`config.mk`:
```
export PLATFORM = sky130hd
export DESIGN_NAME = fp_mult_pipe
export DESIGN_NICKNAME = d
export VERILOG_FILES = /design/src/rtl/fp_mult_pkg.sv /design/src/rtl/fp_mult_pipe_round_pack.sv /design/src/rtl/fp_mult_pipe.sv
export SDC_FILE = /design/constraint.sdc
export NUM_CORES = 2
export LEC_CHECK = 0
export BUFFER_PORTS_ARGS = -buffer_cell sky130_fd_sc_hd__buf_2
export CORE_MARGIN = 2
export CORE_UTILIZATION = 45
export DETAILED_ROUTE_END_ITERATION = 16
export PLACE_DENSITY = 0.6
export SYNTH_ARGS = -nofsm -noshare
export SYNTH_HDL_FRONTEND = slang
export SYNTH_SLANG_ARGS = --single-unit
```
`constraint.sdc`:
```
create_clock -name clk -period 9.38 [get_ports clk]
set_clock_uncertainty 0.1 [all_clocks]
set_input_delay 0.469 -clock clk [delete_from_list [all_inputs] [get_ports clk]]
set_output_delay 0.469 -clock clk [all_outputs]
set_load 0.05 [all_outputs]
```
`src/rtl/fp_mult_pkg.sv`:
```
// Shared types and width helpers for the pipelined floating-point multiplier.
// Operand layout is {sign, exponent, mantissa}. The width helpers take
// EXP_W/MAN_W as arguments so that every instance can use a different format.
package fp_mult_pkg;

   localparam int FP_MAX_W = 128;

   typedef enum logic [1:0] {
      ZERO = 2'd0,
      NORM = 2'd1,
      INF  = 2'd2,
      NAN  = 2'd3
   } fp_class_e;

   typedef struct packed {
      logic invalid;
      logic overflow;
      logic underflow;
      logic inexact;
   } fp_flags_t;

   // Stage header: the fields that do not depend on the format width. The
   // width-dependent fields (exponent, significand, tag) sit next to it in
   // each stage.
   typedef struct packed {
      logic      sign;
      fp_class_e cls;
   } fp_stage_hdr_t;

   function automatic int fp_bias(input int exp_w);
      return (1 << (exp_w - 1)) - 1;
   endfunction

   function automatic int fp_width(input int exp_w, input int man_w);
      return 1 + exp_w + man_w;
   endfunction

   function automatic int fp_prod_w(input int man_w);
      return 2 * (man_w + 1);
   endfunction

   // Canonical quiet NaN: sign 0, exponent all ones, mantissa MSB set.
   // The result is right-aligned in FP_MAX_W bits. Callers keep the low
   // fp_width() bits.
   function automatic logic [FP_MAX_W-1:0] fp_qnan(input int exp_w, input int man_w);
      logic [FP_MAX_W-1:0] q;
      q = '0;
      for (int i = 0; i < exp_w; i++) q[man_w + i] = 1'b1;
      q[man_w - 1] = 1'b1;
      return q;
   endfunction

endpackage

```
`src/rtl/fp_mult_pipe_round_pack.sv`:
```
// fp_round_pack: combinational back end of the multiplier.
// It takes a normalized significand product and does round-to-nearest-even,
// the exponent range check (overflow to Inf, flush-to-zero on underflow),
// packing of special classes, and flag generation.
// Ports:
//   sign, cls  result sign and class from unpack
//   exp_in     signed working exponent, already adjusted for normalization
//   prod       product with its leading one at the MSB
//   result     packed {sign, exp, man}
//   flags      invalid / overflow / underflow / inexact
module fp_round_pack
   import fp_mult_pkg::*;
#(
   parameter int EXP_W = 8,
   parameter int MAN_W = 23
) (
   input  logic                   sign,
   input  fp_class_e              cls,
   input  logic signed [EXP_W+1:0] exp_in,
   input  logic [2*MAN_W+1:0]     prod,
   output logic [EXP_W+MAN_W:0]   result,
   output fp_flags_t              flags
);

   localparam int XW = EXP_W + 2;
   localparam logic [FP_MAX_W-1:0]  QNAN_FULL = fp_qnan(EXP_W, MAN_W);
   localparam logic [EXP_W+MAN_W:0] QNAN      = QNAN_FULL[EXP_W+MAN_W:0];
   localparam logic signed [XW-1:0] EXP_MAX   = XW'((1 << EXP_W) - 1);
   localparam logic signed [XW-1:0] EXP_ZERO  = '0;

   logic [MAN_W-1:0]        man;
   logic                    guard;
   logic                    sticky;
   logic                    round_up;
   logic [MAN_W:0]          man_r;
   logic signed [XW-1:0]    exp_r;

   always_comb begin
      // Bit 2*MAN_W+1 is the hidden one and is not stored.
      man      = prod[2*MAN_W:MAN_W+1];
      guard    = prod[MAN_W];
      sticky   = |prod[MAN_W-1:0];
      round_up = guard & (sticky | man[0]);
      man_r    = {1'b0, man} + (MAN_W+1)'(round_up);
      // If rounding carries out, the stored mantissa is already all zeros.
      exp_r    = exp_in + XW'(man_r[MAN_W]);

      result = '0;
      flags  = '0;
      case (cls)
         NAN: begin
            result        = QNAN;
            flags.invalid = 1'b1;
         end
         INF: begin
            result = {sign, {EXP_W{1'b1}}, {MAN_W{1'b0}}};
         end
         ZERO: begin
            result = {sign, {(EXP_W+MAN_W){1'b0}}};
         end
         default: begin
            if (exp_r >= EXP_MAX) begin
               result         = {sign, {EXP_W{1'b1}}, {MAN_W{1'b0}}};
               flags.overflow = 1'b1;
               flags.inexact  = 1'b1;
            end else if (exp_r <= EXP_ZERO) begin
               result          = {sign, {(EXP_W+MAN_W){1'b0}}};
               flags.underflow = 1'b1;
               flags.inexact   = 1'b1;
            end else begin
               result        = {sign, exp_r[EXP_W-1:0], man_r[MAN_W-1:0]};
               flags.inexact = guard | sticky;
            end
         end
      endcase
   end

endmodule

```
`src/rtl/fp_mult_pipe.sv`:
```
// fp_mult_pipe: parametrised pipelined IEEE-754 multiplier with a
// valid/ready handshake. Its latency is MUL_STAGES+3 cycles. The stages are
// unpack, the significand multiply (MUL_STAGES registers), normalize, and
// round/pack. Subnormal inputs are treated as zero, and results that would
// be subnormal are flushed to zero.
// Ports:
//   clk, reset (async, active low)
//   in_valid/in_ready, a, b, in_tag           operand side
//   out_valid/out_ready, result, out_tag      result side
//   invalid, overflow, underflow, inexact     exception flags, qualified by out_valid
module fp_mult_pipe
   import fp_mult_pkg::*;
#(
   parameter int EXP_W      = 8,
   parameter int MAN_W      = 23,
   parameter int MUL_STAGES = 1,
   parameter int TAG_W      = 4
) (
   input  logic                 clk,
   input  logic                 reset,
   input  logic                 in_valid,
   output logic                 in_ready,
   input  logic [EXP_W+MAN_W:0] a,
   input  logic [EXP_W+MAN_W:0] b,
   input  logic [TAG_W-1:0]     in_tag,
   output logic                 out_valid,
   input  logic                 out_ready,
   output logic [EXP_W+MAN_W:0] result,
   output logic [TAG_W-1:0]     out_tag,
   output logic                 invalid,
   output logic                 overflow,
   output logic                 underflow,
   output logic                 inexact
);

   localparam int W    = fp_width(EXP_W, MAN_W);
   localparam int PW   = fp_prod_w(MAN_W);
   localparam int XW   = EXP_W + 2;
   localparam int LAST = MUL_STAGES - 1;
   localparam logic signed [XW-1:0] BIAS_X = XW'(fp_bias(EXP_W));
   localparam logic signed [XW-1:0] ONE_X  = XW'(1);

   function automatic fp_class_e classify(input logic [EXP_W-1:0] e, input logic [MAN_W-1:0] m);
      if (e == '0) return ZERO;
      if (e == '1) return (m == '0) ? INF : NAN;
      return NORM;
   endfunction

   // Single global enable. A stalled result holds the whole pipe, so bubbles
   // stay in place and order is preserved.
   logic adv;
   assign adv      = !(out_valid & !out_ready);
   assign in_ready = adv;

   // Stage 1: unpack / classify
   fp_class_e            cls_a, cls_b;
   logic                 s1_valid_d, s1_valid_q;
   fp_stage_hdr_t        s1_hdr_d, s1_hdr_q;
   logic signed [XW-1:0] s1_exp_d, s1_exp_q;
   logic [MAN_W:0]       s1_sig_a_d, s1_sig_a_q, s1_sig_b_d, s1_sig_b_q;
   logic [TAG_W-1:0]     s1_tag_d, s1_tag_q;

   always_comb begin
      cls_a      = classify(a[W-2:MAN_W], a[MAN_W-1:0]);
      cls_b      = classify(b[W-2:MAN_W], b[MAN_W-1:0]);
      s1_valid_d = s1_valid_q;
      s1_hdr_d   = s1_hdr_q;
      s1_exp_d   = s1_exp_q;
      s1_sig_a_d = s1_sig_a_q;
      s1_sig_b_d = s1_sig_b_q;
      s1_tag_d   = s1_tag_q;
      if (adv) begin
         s1_valid_d    = in_valid;
         s1_tag_d      = in_tag;
         s1_hdr_d.sign = a[W-1] ^ b[W-1];
         if (cls_a == NAN || cls_b == NAN ||
             (cls_a == INF && cls_b == ZERO) || (cls_a == ZERO && cls_b == INF))
            s1_hdr_d.cls = NAN;
         else if (cls_a == INF || cls_b == INF)
            s1_hdr_d.cls = INF;
         else if (cls_a == ZERO || cls_b == ZERO)
            s1_hdr_d.cls = ZERO;
         else
            s1_hdr_d.cls = NORM;
         s1_exp_d   = $signed({2'b00, a[W-2:MAN_W]}) + $signed({2'b00, b[W-2:MAN_W]}) - BIAS_X;
         s1_sig_a_d = {1'b1, a[MAN_W-1:0]};
         s1_sig_b_d = {1'b1, b[MAN_W-1:0]};
      end
   end

   // Multiply stages. The product is formed ahead of the first register.
   // The remaining registers give retiming room for deeper configurations.
   logic                 m_valid_d [MUL_STAGES], m_valid_q [MUL_STAGES];
   fp_stage_hdr_t        m_hdr_d   [MUL_STAGES], m_hdr_q   [MUL_STAGES];
   logic signed [XW-1:0] m_exp_d   [MUL_STAGES], m_exp_q   [MUL_STAGES];
   logic [PW-1:0]        m_prod_d  [MUL_STAGES], m_prod_q  [MUL_STAGES];
   logic [TAG_W-1:0]     m_tag_d   [MUL_STAGES], m_tag_q   [MUL_STAGES];

   always_comb begin
      for (int k = 0; k < MUL_STAGES; k++) begin
         m_valid_d[k] = m_valid_q[k];
         m_hdr_d[k]   = m_hdr_q[k];
         m_exp_d[k]   = m_exp_q[k];
         m_prod_d[k]  = m_prod_q[k];
         m_tag_d[k]   = m_tag_q[k];
      end
      if (adv) begin
         m_valid_d[0] = s1_valid_q;
         m_hdr_d[0]   = s1_hdr_q;
         m_exp_d[0]   = s1_exp_q;
         m_prod_d[0]  = PW'(s1_sig_a_q) * PW'(s1_sig_b_q);
         m_tag_d[0]   = s1_tag_q;
         for (int k = 1; k < MUL_STAGES; k++) begin
            m_valid_d[k] = m_valid_q[k-1];
            m_hdr_d[k]   = m_hdr_q[k-1];
            m_exp_d[k]   = m_exp_q[k-1];
            m_prod_d[k]  = m_prod_q[k-1];
            m_tag_d[k]   = m_tag_q[k-1];
         end
      end
   end

   // Normalize: line the leading one up with the MSB.
   logic                 n_valid_d, n_valid_q;
   fp_stage_hdr_t        n_hdr_d, n_hdr_q;
   logic signed [XW-1:0] n_exp_d, n_exp_q;
   logic [PW-1:0]        n_prod_d, n_prod_q;
   logic [TAG_W-1:0]     n_tag_d, n_tag_q;

   always_comb begin
      n_valid_d = n_valid_q;
      n_hdr_d   = n_hdr_q;
      n_exp_d   = n_exp_q;
      n_prod_d  = n_prod_q;
      n_tag_d   = n_tag_q;
      if (adv) begin
         n_valid_d = m_valid_q[LAST];
         n_hdr_d   = m_hdr_q[LAST];
         n_tag_d   = m_tag_q[LAST];
         if (m_prod_q[LAST][PW-1]) begin
            n_prod_d = m_prod_q[LAST];
            n_exp_d  = m_exp_q[LAST] + ONE_X;
         end else begin
            n_prod_d = m_prod_q[LAST] << 1;
            n_exp_d  = m_exp_q[LAST];
         end
      end
   end

   // Round/pack feeds the output register.
   logic [W-1:0] rp_result;
   fp_flags_t    rp_flags;

   fp_round_pack #(
      .EXP_W (EXP_W),
      .MAN_W (MAN_W)
   ) u_round_pack (
      .sign   (n_hdr_q.sign),
      .cls    (n_hdr_q.cls),
      .exp_in (n_exp_q),
      .prod   (n_prod_q),
      .result (rp_result),
      .flags  (rp_flags)
   );

   logic             out_valid_d, out_valid_q;
   logic [W-1:0]     out_result_d, out_result_q;
   fp_flags_t        out_flags_d, out_flags_q;
   logic [TAG_W-1:0] out_tag_d, out_tag_q;

   always_comb begin
      out_valid_d  = out_valid_q;
      out_result_d = out_result_q;
      out_flags_d  = out_flags_q;
      out_tag_d    = out_tag_q;
      if (adv) begin
         out_valid_d  = n_valid_q;
         out_result_d = rp_result;
         out_flags_d  = rp_flags;
         out_tag_d    = n_tag_q;
      end
   end

   always_ff @(posedge clk or negedge reset) begin
      if (!reset) begin
         s1_valid_q   <= 1'b0;
         s1_hdr_q     <= '0;
         s1_exp_q     <= '0;
         s1_sig_a_q   <= '0;
         s1_sig_b_q   <= '0;
         s1_tag_q     <= '0;
         for (int k = 0; k < MUL_STAGES; k++) begin
            m_valid_q[k] <= 1'b0;
            m_hdr_q[k]   <= '0;
            m_exp_q[k]   <= '0;
            m_prod_q[k]  <= '0;
            m_tag_q[k]   <= '0;
         end
         n_valid_q    <= 1'b0;
         n_hdr_q      <= '0;
         n_exp_q      <= '0;
         n_prod_q     <= '0;
         n_tag_q      <= '0;
         out_valid_q  <= 1'b0;
         out_result_q <= '0;
         out_flags_q  <= '0;
         out_tag_q    <= '0;
      end else begin
         s1_valid_q   <= s1_valid_d;
         s1_hdr_q     <= s1_hdr_d;
         s1_exp_q     <= s1_exp_d;
         s1_sig_a_q   <= s1_sig_a_d;
         s1_sig_b_q   <= s1_sig_b_d;
         s1_tag_q     <= s1_tag_d;
         for (int k = 0; k < MUL_STAGES; k++) begin
            m_valid_q[k] <= m_valid_d[k];
            m_hdr_q[k]   <= m_hdr_d[k];
            m_exp_q[k]   <= m_exp_d[k];
            m_prod_q[k]  <= m_prod_d[k];
            m_tag_q[k]   <= m_tag_d[k];
         end
         n_valid_q    <= n_valid_d;
         n_hdr_q      <= n_hdr_d;
         n_exp_q      <= n_exp_d;
         n_prod_q     <= n_prod_d;
         n_tag_q      <= n_tag_d;
         out_valid_q  <= out_valid_d;
         out_result_q <= out_result_d;
         out_flags_q  <= out_flags_d;
         out_tag_q    <= out_tag_d;
      end
   end

   assign out_valid = out_valid_q;
   assign result    = out_result_q;
   assign out_tag   = out_tag_q;
   assign invalid   = out_flags_q.invalid;
   assign overflow  = out_flags_q.overflow;
   assign underflow = out_flags_q.underflow;
   assign inexact   = out_flags_q.inexact;

endmodule

```
# --- After elaboration in Yosys (flattened, before gate mapping) ---
# Index checks and enable logic that the tools add are counted.
word_totals:
  regBits: 238
  elab_cells: 96
  out_inout_bits: 42
  in_bits: 72
classes:
  muxes: 31
  order_cmp: 2
  reduce_logical: 18
  eq_ne: 8
  bitwise_logic: 5
  add_sub_neg: 5
  multipliers: 1
ops:
  columns: ["cell", "count"]
  rows:
  - ["32-bit one-hot mux with 3 select lines", 1]
  - ["31-bit 2-to-1 mux", 2]
  - ["24-bit by 24-bit multiplier with 48-bit output", 1]
  - ["47-bit 2-to-1 mux", 1]
  - ["23-bit logical NOT", 2]
  - ["23-bit by 1-bit adder with 24-bit output", 1]
  - ["23-bit OR reduction", 1]
  - ["2-bit 2-to-1 mux", 10]
  - ["8-bit == test, second input constant", 2]
  - ["8-bit logical NOT", 2]
  - ["1-bit 2-to-1 mux", 15]
  - ["2-bit == test, second input constant", 6]
  - ["10-bit by 1-bit adder with 10-bit output", 1]
  - ["10-bit by 2-bit adder with 10-bit output, second input constant", 1]
  - ["10-bit by 9-bit >= comparator with 1-bit output, second input constant", 1]
  - ["10-bit by 1-bit <= comparator with 1-bit output, second input constant", 1]
  - ["10-bit 2-to-1 mux", 1]
  - ["9-bit by 7-bit subtractor with 10-bit output, second input constant", 1]
  - ["8-bit by 8-bit adder with 9-bit output", 1]
  - ["2-bit logical NOT", 3]
  - ["1-bit logical OR", 5]
  - ["3-bit 2-to-1 mux", 1]
  - ["3-bit OR reduction", 1]
  - ["1-bit bitwise AND", 2]
  - ["other kinds (4)", 7]

# --- Depth between registers and ports, before layout ---
logic_depth:
  depth_word: 10
  mapped_depth: 27
  depth_no_buf: 24

# --- Hierarchy ---
# From an unflattened synthesis, not the netlist that was laid out.
unflattened:
  hier_cells: 3444
  hier_area_um2: 30485.5
by_module_without_submodules:
  columns: ["module", "n_inst", "seq_area_each_um2", "cells_per_inst", "area_each_um2"]
  rows:
  - ["fp_mult_pipe", 1, 5955.7, 3260, 29107.9]
  - ["fp_round_pack", 1, 0.0, 184, 1377.6]

# --- Least setup slack after synthesis ---
# No wires, ideal clock.
synth_path:
  kind: "reg2reg"
  from: "reg s1_sig_b_q[3]"
  to: "reg m_prod_q[40] in the netlist's numbering"
  t_arrival_ps: 6288
  slack_ps: 2829
  stages_incl_launch_ff: 26
  cell_sequence: "dfrtp_1 clkbuf_1 clkbuf_1 nand2_1 fa_1 inv_1 fa_1 inv_1 fa_1 fa_1 inv_1 fa_1 fa_1 inv_1 fa_1 inv_1 ha_1 buf_2 inv_1 nor3_1 nand4_1 o32ai_1 o21ai_1 o22ai_1 mux2i_1 a21oi_1"
synth_between:
  elab_chain_cells: 1
synth_lines:
  columns: ["item", "line_no", "source"]
  rows:
  - ["start: declaration", "fp_mult_pipe.sv:60", "logic [MAN_W:0] s1_sig_a_d, s1_sig_a_q, s1_sig_b_d, s1_sig_b_q;"]
  - ["start signal: assignment", "fp_mult_pipe.sv:213", "s1_sig_b_q <= s1_sig_b_d;"]
  - ["24-bit by 24-bit multiplier with 48-bit output", "fp_mult_pipe.sv:111", "m_prod_d[0] = PW'(s1_sig_a_q) * PW'(s1_sig_b_q);"]
  - ["end signal: indexed assignment", "fp_mult_pipe.sv:219", "m_prod_q[k] <= m_prod_d[k];"]
  - ["end: declaration", "fp_mult_pipe.sv:96", "logic [PW-1:0] m_prod_d [MUL_STAGES], m_prod_q [MUL_STAGES];"]
# No other way between the ends.
# A chain may end at the register's enable or synchronous reset.

# --- Worst setup path in the final report ---
layout_path:
  from: "reg s1_sig_b_q[10]"
  to: "reg m_prod_q[40] in the netlist's numbering"
# Same word-level chain as after synthesis.

==> impl_metrics.yaml <==
sta:
  post-route-period-util: 0.807
  finalSetupViolCount: 0
  relSlewSlack: 0.215
  fmax_mhz: 132
  period_needed_ns: 7.57
  timing.final.max_slew_violations: 0
  setup_tns_ns: 0
  hold_viol_final: 0
  tightest_slew_ns: 1.18
  rsz0062_at_grt: "no"
finish:
  final_cells: 4196
  final_nets: 4070
  fillers: 6299
  final_area_um2: 31800
  drive_gt1_frac: 0.0605
  syn_to_final_growth_pct: 7.48
synth:
  synth_top_area_cell: "fa_1"
  synth_edf_count: 0
  yosys.cell_types.count: 61
  synthCells: 3314
  synth_top_area_share: 0.327
  yosys_warnings: 0
  synth_common_cells: "692 x nand2_1, 571 x inv_1, 483 x fa_1"
  synthTopCellsByArea: "fa_1 33%, dfrtp_1 20%, nand2_1 8.8%, ha_1 8.2%, inv_1 7.3%"
  ys.flop_type: "dfrtp_1"
  yosysMostFrequentCell: "nand2_1"
  avgSynthCellArea_um2: 8.92
  syn_nets: 4063
  syn-cell-area_um2: 29500
  ys_seq_area_frac: 0.201
  synth_seq_cells: 237
  postSynth.asyncResetShare: 1.00
min_path:
  hp-class: "input port to register"
critical_path:
  slowest_delay_ns: 1.08
  path_common_cell: "fa_1"
  end_kind: "register"
  path_class: "register to register"
  critPathArrivalTime_ns: 7.88
  worst_ep_required_time_ns: 9.69
  crit_slowest_cell: "dfrtp_1"
  crit_fanout: 25
  path_cells: "nand2_1 -> fa_1 -> fa_1 -> inv_1 -> fa_1 -> inv_1 -> fa_1 -> inv_1 -> fa_1 -> fa_1 -> inv_1 -> fa_1 -> inv_1 -> ha_1 -> nand2_1 -> nor3_1 -> nand4_1 -> o32ai_1 -> o21ai_1 -> o22ai_1 -> mux2i_1 -> a21oi_1"
  startpoint_type: "register"
placed_design:
  place_congestion: 0.860
  port_buffers: 113
  dp_hpwl_um: 56300
  dp.cells: 4143
  placed_cell_area_um2: 30800
route:
  wl_met1_um: 31700
  maxUsedRoutingLayer: "met4"
  route.detailed.drc: 0
  dr_total_vias: 21500
  routed_via_density: 5.13
  totalWireLength_um: 73600
  met2_length_um: 35800
  wl_per_cell_um: 17.5
  first_pass_iters: 5
  postRouteAntennaNets: 0
  met3_length_um: 4170
  drt_iter0_drc: 1283
cts:
  clk_path_buf_depth: 3
  cts_tree: "yes"
  clk_latency_ns: 0.56
  cts_sinks: 237
  clkSlewWorstSetupHoldPaths_ns: 0.08
  cts_made_buffers: 25
  cts-root-buf: "clkbuf_16"
  h-tree-depth: 1
die:
  io_pins: 114
  die_y_um: 260
  initial_core_util: 0.457
  core_um2: 64700
  dieArea_um2: 67700
  die_width_um: 260
  row_count: 93
global_route:
  track_usage: 0.225
  grt_max_degree: 127
  grt_pass1_vias: 22300
  grt_first_pass_wirelength_um: 120000
  antenna_found_initial: 3
  grt-ovfl-total: 0
run:
  max-cap-violations: 0
run_status:
  status: "finished, final reports clean"
[registers in the layout (all words and copies together), names as in the netlist, 4 cells and up]
signal	flops
m_tag_q	4
s1_exp_q	10
s1_sig_a_q	24
s1_tag_q	4
result	32
out_tag	4
m_prod_q	48
n_prod_q	47
m_exp_q	10
n_tag_q	4
s1_sig_b_q	23
n_exp_q	10
[metrics by stage]
stage	setup WS (ns)	utilization	hold WS, ns
after detailed placement	1.84	0.476	0.347
after global placement	1.96	0.476	0.342
final	1.81	0.491	0.0285
after global routing	1.44	0.491	0.0282
after floorplan	2.83	-	0.0734
after CTS	1.88	0.491	0.00213
[cell type report]
type                            instances  area (um^2)  share of cell area
Clock inverter                         10          183             0.00575
Inverter                              573         2160              0.0679
Sequential cell                       237         5930               0.187
Antenna cell                            1         2.50           0.0000788
Timing Repair Buffer                  149          873              0.0275
Tap cell                              855         1070              0.0337
Clock buffer                           36          707              0.0223
Multi-Input combinational cell       2335        20800               0.656
[logic make-up after synthesis]
kind of cell | share of synthesized area
multiplexers | 0.0173
flip-flops | 0.201
AO/OA/AOI/OAI | 0.0644
AND/OR/NAND/NOR | 0.189
buffers and inverters | 0.0946
XOR/XNOR | 0.0240
adder cells (fa/ha/maj) | 0.409
[worst max-delay path: cells and delay by family (launching register included)]
| kind | cells | cell delay (ns) |
|---|---|---|
| fa+ha+maj | 8 | 3.92 |
| flops | 1 | 1.08 |
| compound gates | 4 | 1.07 |
| simple gates | 4 | 0.75 |
| buf+inv | 5 | 0.26 |
| mux | 1 | 0.21 |
[final timing paths]
| path | from | slack, ns | end | cells past startpoint |
|---|---|---|---|---|
| hold / removal | in_tag[3] | 0.03 | s1_tag_q[3] | 3 |
| setup / recovery | s1_sig_b_q[10] | 1.81 | m_prod_q[40] | 22 |
| hold reg to reg | n_valid_q | 0.35 | n_valid_q | 2 |
| setup reg to reg | s1_sig_b_q[10] | 1.81 | m_prod_q[40] | 22 |
| max in group asynchronous | reset | 7.41 | s1_sig_a_q[2] | 3 |
| min in group asynchronous | reset | 0.50 | s1_tag_q[3] | 2 |
[layer usage]
metal	vias to the layer above	track usage
met5	-	0
met4	0	0.0544
met3	83	0.0365
met2	475	0.377
met1	10900	0.305
li1	10100	-
[placed cells by master, fill, tap and decap left out, types with 3 or more instances in the layout]
cell / instances
mux2i_1: 50
dfrtp_1: 236
o21ai_1: 41
nor3_1: 21
inv_1: 570
bufinv_16: 5
a21o_1: 22
clkinv_2: 3
clkbuf_1: 7
nor4_1: 21
a21oi_1: 85
and3_1: 15
nand4_1: 26
inv_6: 3
nor2_1: 74
buf_2: 112
xnor2_1: 42
a31oi_1: 9
a211o_1: 3
clkbuf_8: 4
or4_1: 4
fa_1: 483
clkbuf_16: 25
dlygate4sd3_1: 6
o21ai_0: 95
or2_1: 4
buf_4: 29
nand3_1: 22
o21a_1: 4
o31ai_1: 13
o211ai_1: 4
ha_1: 194
xor2_1: 39
a211oi_1: 5
and2_1: 310
nand2_1: 692
o22ai_1: 4
o21bai_1: 13
o221a_1: 4
[timing repair]
item	4_1_cts	5_1_grt
hold buffers	6	0
endpoints found under the hold margin	116	0
buffers inserted	0	0
resized for setup	0	0
Power is not shown: default switching activity piles up to over one toggle a cycle in this logic, so the estimate is an artifact.
